--- config.mk ---
export PLATFORM = sky130hd
export DESIGN_NAME = pc_fetch_unit
export DESIGN_NICKNAME = d
export VERILOG_FILES = /design/src/rtl/pc_fetch_unit_pkg.sv /design/src/rtl/pc_fetch_unit_pc_next_sel.sv /design/src/rtl/pc_fetch_unit.sv
export SDC_FILE = /design/constraint.sdc
export NUM_CORES = 1
export LEC_CHECK = 0
export CAP_MARGIN = 20
export CELL_PAD_IN_SITES_DETAIL_PLACEMENT = 0
export CELL_PAD_IN_SITES_GLOBAL_PLACEMENT = 2
export CORE_MARGIN = 5
export CORE_UTILIZATION = 28
export CTS_CLUSTER_DIAMETER = 40
export DETAILED_ROUTE_END_ITERATION = 8
export GPL_ROUTABILITY_DRIVEN = 0
export PLACE_DENSITY = 0.84
export SETUP_SLACK_MARGIN = 0.05
export SLEW_MARGIN = 40
export SYNTH_ARGS = -nofsm -noshare
export SYNTH_HDL_FRONTEND = slang
export SYNTH_HIERARCHICAL = 1
export SYNTH_SLANG_ARGS = --single-unit
--- constraint.sdc ---
create_clock -name clk -period 3.48 [get_ports clk]
set_clock_uncertainty 0.05 [all_clocks]
set_input_delay 0.87 -clock clk [delete_from_list [all_inputs] [get_ports clk]]
set_output_delay 0.87 -clock clk [all_outputs]
set_load 0.1 [all_outputs]
--- src/rtl/pc_fetch_unit_pkg.sv ---
// ============================================================================
// Module : pc_fetch_unit_pkg
// Brief  : Shared encodings and constants for the PC / instruction-fetch stage.
// Rev    : 1.0
// ============================================================================
`default_nettype none

package pc_fetch_unit_pkg;

  localparam int          FETCH_XLEN   = 32;
  localparam logic [31:0] RESET_PC_DEF = 32'h0000_0000;
  localparam logic [31:0] INST_NOP     = 32'h0000_0013;
  localparam int          PC_STEP      = 4;

  typedef enum logic [1:0] {
    IDLE = 2'd0,
    REQ  = 2'd1,
    OUT  = 2'd2,
    HALT = 2'd3
  } fetch_state_t;

endpackage

`default_nettype wire

--- src/rtl/pc_fetch_unit_pc_next_sel.sv ---
// ============================================================================
// Module : pc_next_sel
// Brief  : Combinational next-PC selection: redirect target, sequential step
//          or hold. Optional macro: PC_MISALIGN_CHECK_EN.
// Rev    : 1.0
// ============================================================================
`default_nettype none

module pc_next_sel
  import pc_fetch_unit_pkg::*;
#(
  parameter int XLEN = FETCH_XLEN
) (
  input  logic [XLEN-1:0] pc,
  input  logic            en,
  input  logic            advance,
  input  logic            stall,
  input  logic            ex_valid,
  input  logic            Branch,
  input  logic            Jump,
  input  logic            zero,
  input  logic [XLEN-1:0] PCout,
  output logic [XLEN-1:0] next_pc,
  output logic            redirect
`ifdef PC_MISALIGN_CHECK_EN
  ,
  output logic            misalign
`endif
);

  logic            take;
  logic [XLEN-1:0] target;

  assign take   = en && ex_valid && (Jump || (Branch && zero));
  assign target = PCout & ~XLEN'(2'b11);

`ifdef PC_MISALIGN_CHECK_EN
  // A misaligned target suppresses the redirect; the fetch unit halts instead.
  assign misalign = take && (PCout[1:0] != 2'b00);
  assign redirect = take && !misalign;
`else
  assign redirect = take;
`endif

  always_comb begin
    next_pc = pc;
    if (redirect) begin
      next_pc = target;
    end else if (advance && !stall) begin
      next_pc = pc + XLEN'(PC_STEP);
    end
  end

endmodule

`default_nettype wire

--- src/rtl/pc_fetch_unit.sv ---
// ============================================================================
// Module : pc_fetch_unit
// Brief  : PC register, instruction-memory req/ready handshake and redirect
//          handling. Optional macro: PC_MISALIGN_CHECK_EN (halt on misaligned
//          redirect target, sticky misalign_err).
// Rev    : 1.0
// ============================================================================
`default_nettype none

module pc_fetch_unit
  import pc_fetch_unit_pkg::*;
#(
  parameter int              XLEN     = FETCH_XLEN,
  parameter logic [XLEN-1:0] RESET_PC = XLEN'(RESET_PC_DEF)
) (
  input  logic            clk,
  input  logic            rst,
  input  logic            ex_valid,
  input  logic            Branch,
  input  logic            Jump,
  input  logic            zero,
  input  logic [XLEN-1:0] PCout,
  input  logic            stall,
  output logic            imem_req,
  output logic [XLEN-1:0] imem_addr,
  input  logic            imem_ready,
  input  logic [31:0]     imem_rdata,
  output logic [31:0]     inst,
  output logic            inst_valid,
  output logic [XLEN-1:0] PCin,
  output logic            flush,
  output logic            misalign_err
);

  fetch_state_t    state, state_n;
  logic [XLEN-1:0] pc;
  logic [XLEN-1:0] next_pc;
  logic            drop;
  logic            redirect;
  logic            abort;
  logic            handshake;
  logic            accept;

`ifdef PC_MISALIGN_CHECK_EN
  logic            misalign;
`endif

  pc_next_sel #(
    .XLEN (XLEN)
  ) u_pc_next_sel (
    .pc       (pc),
    .en       ((state == REQ) || (state == OUT)),
    .advance  (state == OUT),
    .stall    (stall),
    .ex_valid (ex_valid),
    .Branch   (Branch),
    .Jump     (Jump),
    .zero     (zero),
    .PCout    (PCout),
    .next_pc  (next_pc),
    .redirect (redirect)
`ifdef PC_MISALIGN_CHECK_EN
    ,
    .misalign (misalign)
`endif
  );

`ifdef PC_MISALIGN_CHECK_EN
  assign abort = redirect || misalign;
`else
  assign abort = redirect;
`endif

  assign handshake = imem_req && imem_ready;
  // Data is kept only if no redirect has invalidated it (earlier or now).
  assign accept    = handshake && !drop && !abort;

  always_ff @(posedge clk) begin
    if (rst) begin
      state <= IDLE;
    end else begin
      state <= state_n;
    end
  end

  always_comb begin
    state_n  = state;
    imem_req = 1'b0;
    case (state)
      IDLE: state_n = REQ;
      REQ: begin
        imem_req = 1'b1;
        if (accept) begin
          state_n = OUT;
        end
      end
      OUT: begin
        if (redirect || !stall) begin
          state_n = REQ;
        end
      end
`ifdef PC_MISALIGN_CHECK_EN
      HALT: state_n = HALT;
`endif
      default: state_n = IDLE;
    endcase
`ifdef PC_MISALIGN_CHECK_EN
    if (misalign) begin
      state_n = HALT;
    end
`endif
  end

  always_ff @(posedge clk) begin
    if (rst) begin
      pc         <= RESET_PC;
      imem_addr  <= RESET_PC;
      inst       <= INST_NOP;
      inst_valid <= 1'b0;
      PCin       <= RESET_PC;
      flush      <= 1'b0;
      drop       <= 1'b0;
    end else begin
      pc    <= next_pc;
      flush <= abort;
      // The outstanding address stays put until its handshake completes.
      if (!((state == REQ) && !handshake)) begin
        imem_addr <= next_pc;
      end
      if (state == REQ) begin
        if (handshake) begin
          drop <= 1'b0;
        end else if (redirect) begin
          drop <= 1'b1;
        end
      end
      if (accept) begin
        inst <= imem_rdata;
        PCin <= pc;
      end
      if (abort) begin
        inst_valid <= 1'b0;
      end else if (accept) begin
        inst_valid <= 1'b1;
      end else if ((state == OUT) && !stall) begin
        inst_valid <= 1'b0;
      end
    end
  end

`ifdef PC_MISALIGN_CHECK_EN
  always_ff @(posedge clk) begin
    if (rst) begin
      misalign_err <= 1'b0;
    end else if (misalign) begin
      misalign_err <= 1'b1;
    end
  end
`else
  assign misalign_err = 1'b0;
`endif

endmodule

`default_nettype wire

==> results.tsv <==
metric	value	unit
hold_viol_final	0	
layout_common_cells	213 x nand2_1, 133 x dfxtp_1, 108 x buf_4	
tightest_slew	0.6481	ns
synthXorXnorAreaFrac	1.286	%
syn-num-nets	761	
critPathMaxStageDelay	0.54	ns
grt_pass1_vias	4723	
synthDistinctLibCells	43	
synth_top_area_share	48.87	%
start_kind	primary input	
yosys.area_share.simple	28.71	%
report.power.total	6.256	mW
ys_seq_elements	133	
die_y	149.5	um
synth_flop_cell	dfxtp_1	
holdWs	0.3957	ns
clock_sinks	133	
cts-buffers-inserted	17	
async_flop_share	0	%
place_area	7131	um^2
dieArea	22350	um^2
clk_latency	0.42	ns
cp_num_buf_inv	1	
rsz0062_at_grt	false	
via_per_inst	4.501	
cts_resized	0	
timing.slew.headroom	56.79	%
grt_first_pass_wirelength	26130	um
cp_top_family	simple AND/OR/NAND/NOR gates	
pwr-share-seq	31.6	%
arrival	3.01	ns
grt_overflow_total	0	
final_common_cell	nand2_1	
ys_seq_area_share	48.87	%
crit_chain	clkdlybuf4s50_1 -> and4b_1 -> nand3_4 -> or4_1 -> a31oi_1 -> nand2_1 -> a21oi_1	
grt_usage	14.91	%
pwr-share-comb	40.7	%
cts_tree	yes	
internal-power	3.475	mW
leakage	2.882	nW
area_delta_synth_final	41.46	%
synth.avg_cell_area	7.965	um^2
synthTopCellsByArea	dfxtp_1 49%, nand2_1 15%, a21oi_1 8.7%, nor2b_1 3.8%, a31oi_1 2.3%	
hpwl	11450	um
setup_tns	0	ns
start_util	28.18	%
final_util	39.86	%
cp_slowest_cell	or4_1	
dp_slack	0.3353	ns
peakVddDrop	0.5207	mV
vias	5019	
stdcell_count	1115	
outcome	completed	
core-area	19330	um^2
numPortBuffers	168	
antenna_found_initial	0	
path_max_fanout	16	
antenna_cells	0	
post-place-cells	1083	
clkTransAtPathRegs	0.06	ns
synth_cells	684	
synth_area	5448	um^2
cts_buffer_depth	2	
cts_setup_buffers	0	
ant_nets	0	
totalWireLength	16730	um
synth-compound-area-share	15.07	%
hold_class	register to register	
finalCritPeriodShare	77.82	%
layout.nets	914	
fp-row-count	51	
switchingPower	2.781	mW
first_iter_violations	225	
holdBufCountCts	0	
swShare	44.45	%
synth_fa_ha_area_share	1.148	%
multi_input_area	2562	um^2
drtPass1Iterations	4	
drive_above_1_share	17.53	%
synth_top_cell_by_area	dfxtp_1	
clockPowerShare	27.7	%
dieWidth	149.5	um
synth-edff-count	0	
crit_type	primary input to register	
fillCellCount	2018	
postLayoutCellArea	7706	um^2
fmax	369.3	MHz
htreeDepth	4	
slew_violations	0	
grt_max_degree	66	
endpoint_kind	register	
drc	0	
crit_required	3.78	ns
root_buffer	clkbuf_16	
synth_top_family_by_area	simple AND/OR/NAND/NOR gates	
powerDensity	811.8	nW/um^2
register_area	2663	um^2
ios	172	
synthMuxAreaShare	0.3675	%
setup_viol	0	
setup_slack	0.7718	ns
avgRoutedWirePerCell	15.00	um
timing.final.crit_period	2.708	ns
yosysWarnings	6	
cap_viol_max_count	0	
## power by group through the flow
| stage | logic [mW] | registers [mW] | clock network [mW] |
|---|---|---|---|
| 4_1_cts | 2.58 | 1.98 | 1.78 |
| 3_5_place_dp | 2.58 | 2.01 | 0 |
| 6_report | 2.55 | 1.98 | 1.73 |
| 3_3_place_gp | 2.57 | 2.01 | 0 |
| 5_1_grt | 2.70 | 2.02 | 1.86 |
| 2_1_floorplan | 0.802 | 3.13 | 0 |
## layer usage
metal	wire (um)	GRT usage [%]	share of wire (%)
met5	0	0	0
met4	224	4.943	1.3
met3	750	3.452	4.5
met2	7699	22.76	46
met1	8051	20.83	48
## layout make-up
| class | instances | share of cell area (%) |
|---|---|---|
| clock inverter | 7 | 0.9092 |
| timing repair buffer | 179 | 20.13 |
| sequential | 133 | 34.55 |
| inverter | 6 | 0.2923 |
| multi-input combinational | 500 | 33.25 |
| clock buffer | 25 | 6.560 |
| tap | 265 | 4.303 |
## cells by family after synthesis
family | count (synthesis)
other | 1
AO/OA/AOI/OAI | 150
XOR/XNOR | 8
adder cells (fa/ha/maj) | 5
AND/OR/NAND/NOR | 334
multiplexers | 2
flip-flops | 133
buffers and inverters | 51
## registers in the layout (all words and copies together), names as in the netlist
register	count
PCin	32
imem_addr	32
inst	32
pc	32
state	2
drop	1
flush	1
inst_valid	1
## synthesized netlist by cell type, types with 10 or more instances
cell and count:
dfxtp_1 133, clkbuf_1 24, o21ai_0 20, buf_2 12
a21oi_1 95, nor2b_1 33, or4_1 10, nor2_1 21
nand2_1 213, or3_1 11, a31oi_1 20, nand3_1 11
## path summary, 6_finish.rpt
check           start             to  slack [ns]  cells after the start
min reg2reg     pc[0]        PCin[0]        0.40                      2
max reg2reg  state[0]  imem_addr[31]        1.02                      8
min             pc[0]        PCin[0]        0.40                      2
max             stall  imem_addr[31]        0.77                      7
## worst reg2reg max path, cell delays in order (launching register included)
cell and delay [ns]:
dfxtp_1 0.33, inv_1 0.11, ha_1 0.26, and4b_1 0.42
nand3_4 0.23, or4_1 0.54, a31oi_1 0.22, nand2_1 0.09
a21oi_1 0.14
Note: power is estimated with default switching activity, not from simulation.
==> RTL change 1, RTL diff (config.mk and constraints unchanged) <==
The option `PC_MISALIGN_CHECK_EN` is turned on by a define.
--- a/src/rtl/pc_fetch_unit_pc_next_sel.sv
+++ b/src/rtl/pc_fetch_unit_pc_next_sel.sv
@@ -7,2 +7,4 @@
 `default_nettype none
+
+`define PC_MISALIGN_CHECK_EN
 
Check against the original RTL: not equivalent (Yosys sat finds a counterexample within 4 cycles, from zero or initial values and one cycle with rst high).
==> RTL change 1 against the unedited design <==
  * Routed wire length up 6.8%
  * Sequential cell count rose by 1
  * Final area grew 3.5%
  * Count of clock-buffer cells in the layout shrank 4
  * Global-route usage up 0.47 points
  * Worst setup slack gained 0.089 ns
  * First-iteration DRC count increased by 20%
  * Area after synthesis grew 3.7%
  * Critical endpoint is now pc[7]$_SDFF_PP0_
  * Highest routed layer unchanged
Power is not compared: it rests on default switching activity, and its combinational part moved more than twofold at a synthesized area within 25%.
==> RTL change 1: results (changes against the unedited design) <==
STA:
- The transition time at the pin with the least slew margin is 0.776 ns (+0.128 ns).

Finish:
- The flip-flop and latch share of the layout cell area is 33.6% (-0.91 points).
- The count of non-CTS buffers in the layout is 187 (+4.5%).
- The buffer share of cell area is 20.3% (+0.13 points).
- The net total in the final layout is 919 (+0.55%).
- The number of logic inverters in the finished layout is 8 (+2).

Setup path:
- On the critical path, the stage with the largest delay is an instance of sky130_fd_sc_hd__clkdlybuf4s50_1.
- The delay of the slowest cell on the worst path is 0.50 ns (-0.04 ns).
- The slack of the worst reg-to-reg path is 1.20 ns (+0.18 ns).
- The arrival time of data at the critical path endpoint is 2.83 ns (-0.18 ns).

Outcome:
- The run finished with clean final reports.

Synth:
- Sorting the synthesized cells by how often they occur yields sky130_fd_sc_hd__dfxtp_1 (134), sky130_fd_sc_hd__nand2_1 (105), sky130_fd_sc_hd__a21oi_1 (96), sky130_fd_sc_hd__nand3_1 (78), sky130_fd_sc_hd__o21ai_0 (72).
- In the post-synthesis netlist, the biggest area contributors are sky130_fd_sc_hd__dfxtp_1 (47%), sky130_fd_sc_hd__a21oi_1 (8.5%), sky130_fd_sc_hd__nand2_1 (7.0%), sky130_fd_sc_hd__nand3_1 (6.9%), sky130_fd_sc_hd__o21ai_0 (6.4%).
- The multiplexer share of the synthesized area is 0.376% (+0.0090 points).
- The xor-xnor portion of the synthesized cell area was 4.50% (+3.2 points).
- The mean instance size in the synthesized netlist is 8.13 µm² (+2.1%).
- The post-synthesis adder-cell area fraction came to 0.664% (-0.48 points).
- The part of the Yosys area used for sequential elements was 47.5% (-1.4 points).

Place:
- The number of buffer cells added on primary ports is 171 (+1.8%).
- The post-placement worst setup slack is 0.435 ns (+0.0998 ns).
- The post-detailed-placement cell area came to 7390 µm² (+3.6%).
- The final HPWL from detailed placement came to 12,400 µm (+8.2%).

GRT:
- The global routing usage summed across all routing layers is 15.4% (+0.47 points).
- The number of global-route vias before repair is 5,178 (+9.6%).

Clock tree:
- The clock net sink count is 134 (+0.75%).

Drt:
- The routed wire length per instance is 15.9 µm (+5.9%).
RTL change 1: layer usage:
| layer | GRT usage, % | wire, µm | up-vias |
|---|---|---|---|
| met2 | 23.9 | 8440 | 102 |
| met1 | 21.1 | 8640 | 2490 |
| li1 | - | - | 2692 |
| met4 | 4.41 | 156 | 0 |
| met3 | 3.98 | 625 | 9 |
| met5 | 0 | 0 | - |
RTL change 1: worst max-delay path: cells and delay by family:
family | cells | cell delay, ns
AND/OR/NAND/NOR | 4 | 0.95
buffers and inverters | 1 | 0.50
XOR/XNOR | 1 | 0.18
multiplexers | 1 | 0.32
RTL change 1: worst min-delay path by stage:
stage | from | slack (ns) | cells past startpoint | endpoint
2_1_floorplan | pc[0]$_SDFF_PP0_ | 0.40 | 2 | PCin[0]$_SDFFE_PP0P_
3_3_place_gp | imem_addr[13]$_SDFFE_PP0N_ | 0.39 | 2 | imem_addr[13]$_SDFFE_PP0N_
3_5_place_dp | imem_addr[12]$_SDFFE_PP0N_ | 0.40 | 2 | imem_addr[12]$_SDFFE_PP0N_
4_1_cts | imem_addr[12]$_SDFFE_PP0N_ | 0.40 | 2 | imem_addr[12]$_SDFFE_PP0N_
5_1_grt | imem_addr[7]$_SDFFE_PP0N_ | 0.42 | 2 | imem_addr[7]$_SDFFE_PP0N_
6_report | imem_addr[16]$_SDFFE_PP0N_ | 0.40 | 2 | imem_addr[16]$_SDFFE_PP0N_
RTL change 1: power by group through the flow:
stage	Clock, µW	Sequential [µW]	Combinational (µW)
6_report	1810	1630	756
2_1_floorplan	0	1950	226
4_1_cts	1860	1630	768
3_5_place_dp	0	1660	767
3_3_place_gp	0	1660	766
5_1_grt	1930	1630	805
==> RTL change 2, RTL diff (config.mk and constraints unchanged) <==
Made on the original files. Re-encode `fetch_state_t` (4 states) as one-hot, 4 bits wide.
--- a/src/rtl/pc_fetch_unit_pkg.sv
+++ b/src/rtl/pc_fetch_unit_pkg.sv
@@ -14,7 +14,7 @@
 
-  typedef enum logic [1:0] {
-    IDLE = 2'd0,
-    REQ  = 2'd1,
-    OUT  = 2'd2,
-    HALT = 2'd3
+  typedef enum logic [3:0] {
+    IDLE = 4'b0001,
+    REQ  = 4'b0010,
+    OUT  = 4'b0100,
+    HALT = 4'b1000
   } fetch_state_t;
Function: same outputs for any inputs over 4 cycles, from zero or initial values and one cycle with rst high; so few cycles prove little.
==> RTL change 2 against the unedited design <==
  * Sequential cell count is 1 higher
  * Synthesized cell count increased by 2.0%
  * Area after synthesis up 13%
  * Routed wire length is 14% higher
  * Final area up 8.0%
  * Largest cell class is now multi-input gates
  * Worst setup slack got worse by 0.051 ns
  * Final cell count increased by 1.4%
Power is not compared: it rests on default switching activity, and its combinational part moved more than twofold at a synthesized area within 25%.
==> RTL change 2: results (changes against the unedited design) <==
Outcome:
- The run finished with clean final reports.

Place:
- The post-placement worst setup slack is 0.269 ns (-0.0668 ns).
- The final HPWL from detailed placement is 13,300 µm (+16%).
- The cell count after placement is 1,101 (+1.7%).

Finish:
- The net total in the final layout is 913 (-0.11%).
- The count of non-CTS buffers in the layout is 182 (+1.7%).
- The fraction of area in clock buffers and inverters came to 6.45% (-1.0 points).
- The share of cells above drive strength 1 is 22.2% (+4.7 points).
- The number of filler instances in the final layout is 2,265 (+12%).
- The sequential cell area in the final layout is 2680 µm² (+0.75%).
- The number of logic inverters in the finished layout is 5 (-1).
- The count of sequential standard cells is 134 (+0.75%).

Drt:
- The routed wire length is 19,100 µm (+14%).
- The routed wire length per instance came to 16.9 µm (+13%).
- The initial DRC count is 357 (+59%).
- The met2 routed wirelength is 8250 µm (+7.1%).
- The total met3 wirelength after detailed routing is 1210 µm (+61%).

Synth:
- The count of distinct cell types in the synthesized netlist came to 50 (+16%).
- The part of the Yosys area used for sequential elements is 43.4% (-5.5 points).
- Yosys attributes the largest share of cell area to sky130_fd_sc_hd__dfxtp_1 (43%), sky130_fd_sc_hd__nand4b_1 (8.6%), sky130_fd_sc_hd__nand2b_1 (6.4%), sky130_fd_sc_hd__nand2_1 (5.3%), sky130_fd_sc_hd__o21ai_2 (5.1%).

Worst hold path:
- The beginning of the worst hold path is imem_addr[1]$_SDFFE_PP0N_.
- For hold timing, the worst endpoint is imem_addr[1]$_SDFFE_PP0N_.

Setup path:
- The largest fanout of any net on the critical path is 10 (-6).
- The endpoint identified for the worst register-to-register timing path is imem_addr[23]$_SDFFE_PP0N_.
- The arrival time of data at the critical path endpoint is 3.05 ns (+0.04 ns).
- The slack of the worst reg-to-reg path came to 0.74 ns (-0.28 ns).

STA:
- The tightest slew margin relative to the limit is 65.6% (+8.8 points).

GRT:
- The global routing usage on met1 was 21.0% (+0.21 points).
- The pin count of the biggest net entering global routing is 88 (+33%).
- The number of global-route vias before repair was 5,293 (+12%).
- The met2 routing resource usage after global routing is 21.8% (-0.94 points).
- The global routing usage summed across all routing layers came to 14.8% (-0.13 points).
-- RTL change 2: how the worst max path moves through the flow --
stage / slack (ns) / from / to
final: 0.72 / stall / imem_addr[23]$_SDFFE_PP0N_
after global routing: 0.49 / state[2]$_SDFFE_PP0P_ / imem_addr[17]$_SDFFE_PP0N_
after CTS: 0.68 / state[2]$_SDFFE_PP0P_ / imem_addr[23]$_SDFFE_PP0N_
after detailed placement: 0.27 / stall / imem_addr[23]$_SDFFE_PP0N_
after global placement: 0.30 / stall / imem_addr[23]$_SDFFE_PP0N_
after floorplan: 0.93 / Branch / PCin[18]$_SDFFE_PP0P_
-- RTL change 2: per-stage QoR --
step | util (%) | hold slack [ns]
2_1_floorplan | - | 0.421
3_3_place_gp | 35.8 | 0.391
3_5_place_dp | 35.8 | 0.395
4_1_cts | 38.2 | 0.406
5_1_grt | 38.2 | 0.418
6_report | 38.2 | 0.403
-- RTL change 2: worst max-delay path, stage by stage --
cell,delay (ns)
sky130_fd_sc_hd__clkdlybuf4s50_1,0.49
sky130_fd_sc_hd__and4b_1,0.41
sky130_fd_sc_hd__nand4_1,0.35
sky130_fd_sc_hd__or4_1,0.50
sky130_fd_sc_hd__a31oi_1,0.20
sky130_fd_sc_hd__nand2_1,0.07
sky130_fd_sc_hd__a21oi_1,0.14
-- RTL change 2: cells by family after synthesis --
group / synth area share (%)
AOI/OAI and AO/OA: 15.5
and+or+nand+nor: 32.7
DFF: 43.4
buffers and inverters: 6.15
adders and majority gates: 0.202
muxes: 0.648
xor gates and xnor gates: 1.28
other: 0.0607
-- RTL change 2: where the power goes --
part	total (µW)	switching, µW	internal [µW]
Sequential	1680	72.2	1610
Clock	1650	672	977
Combinational	909	635	273
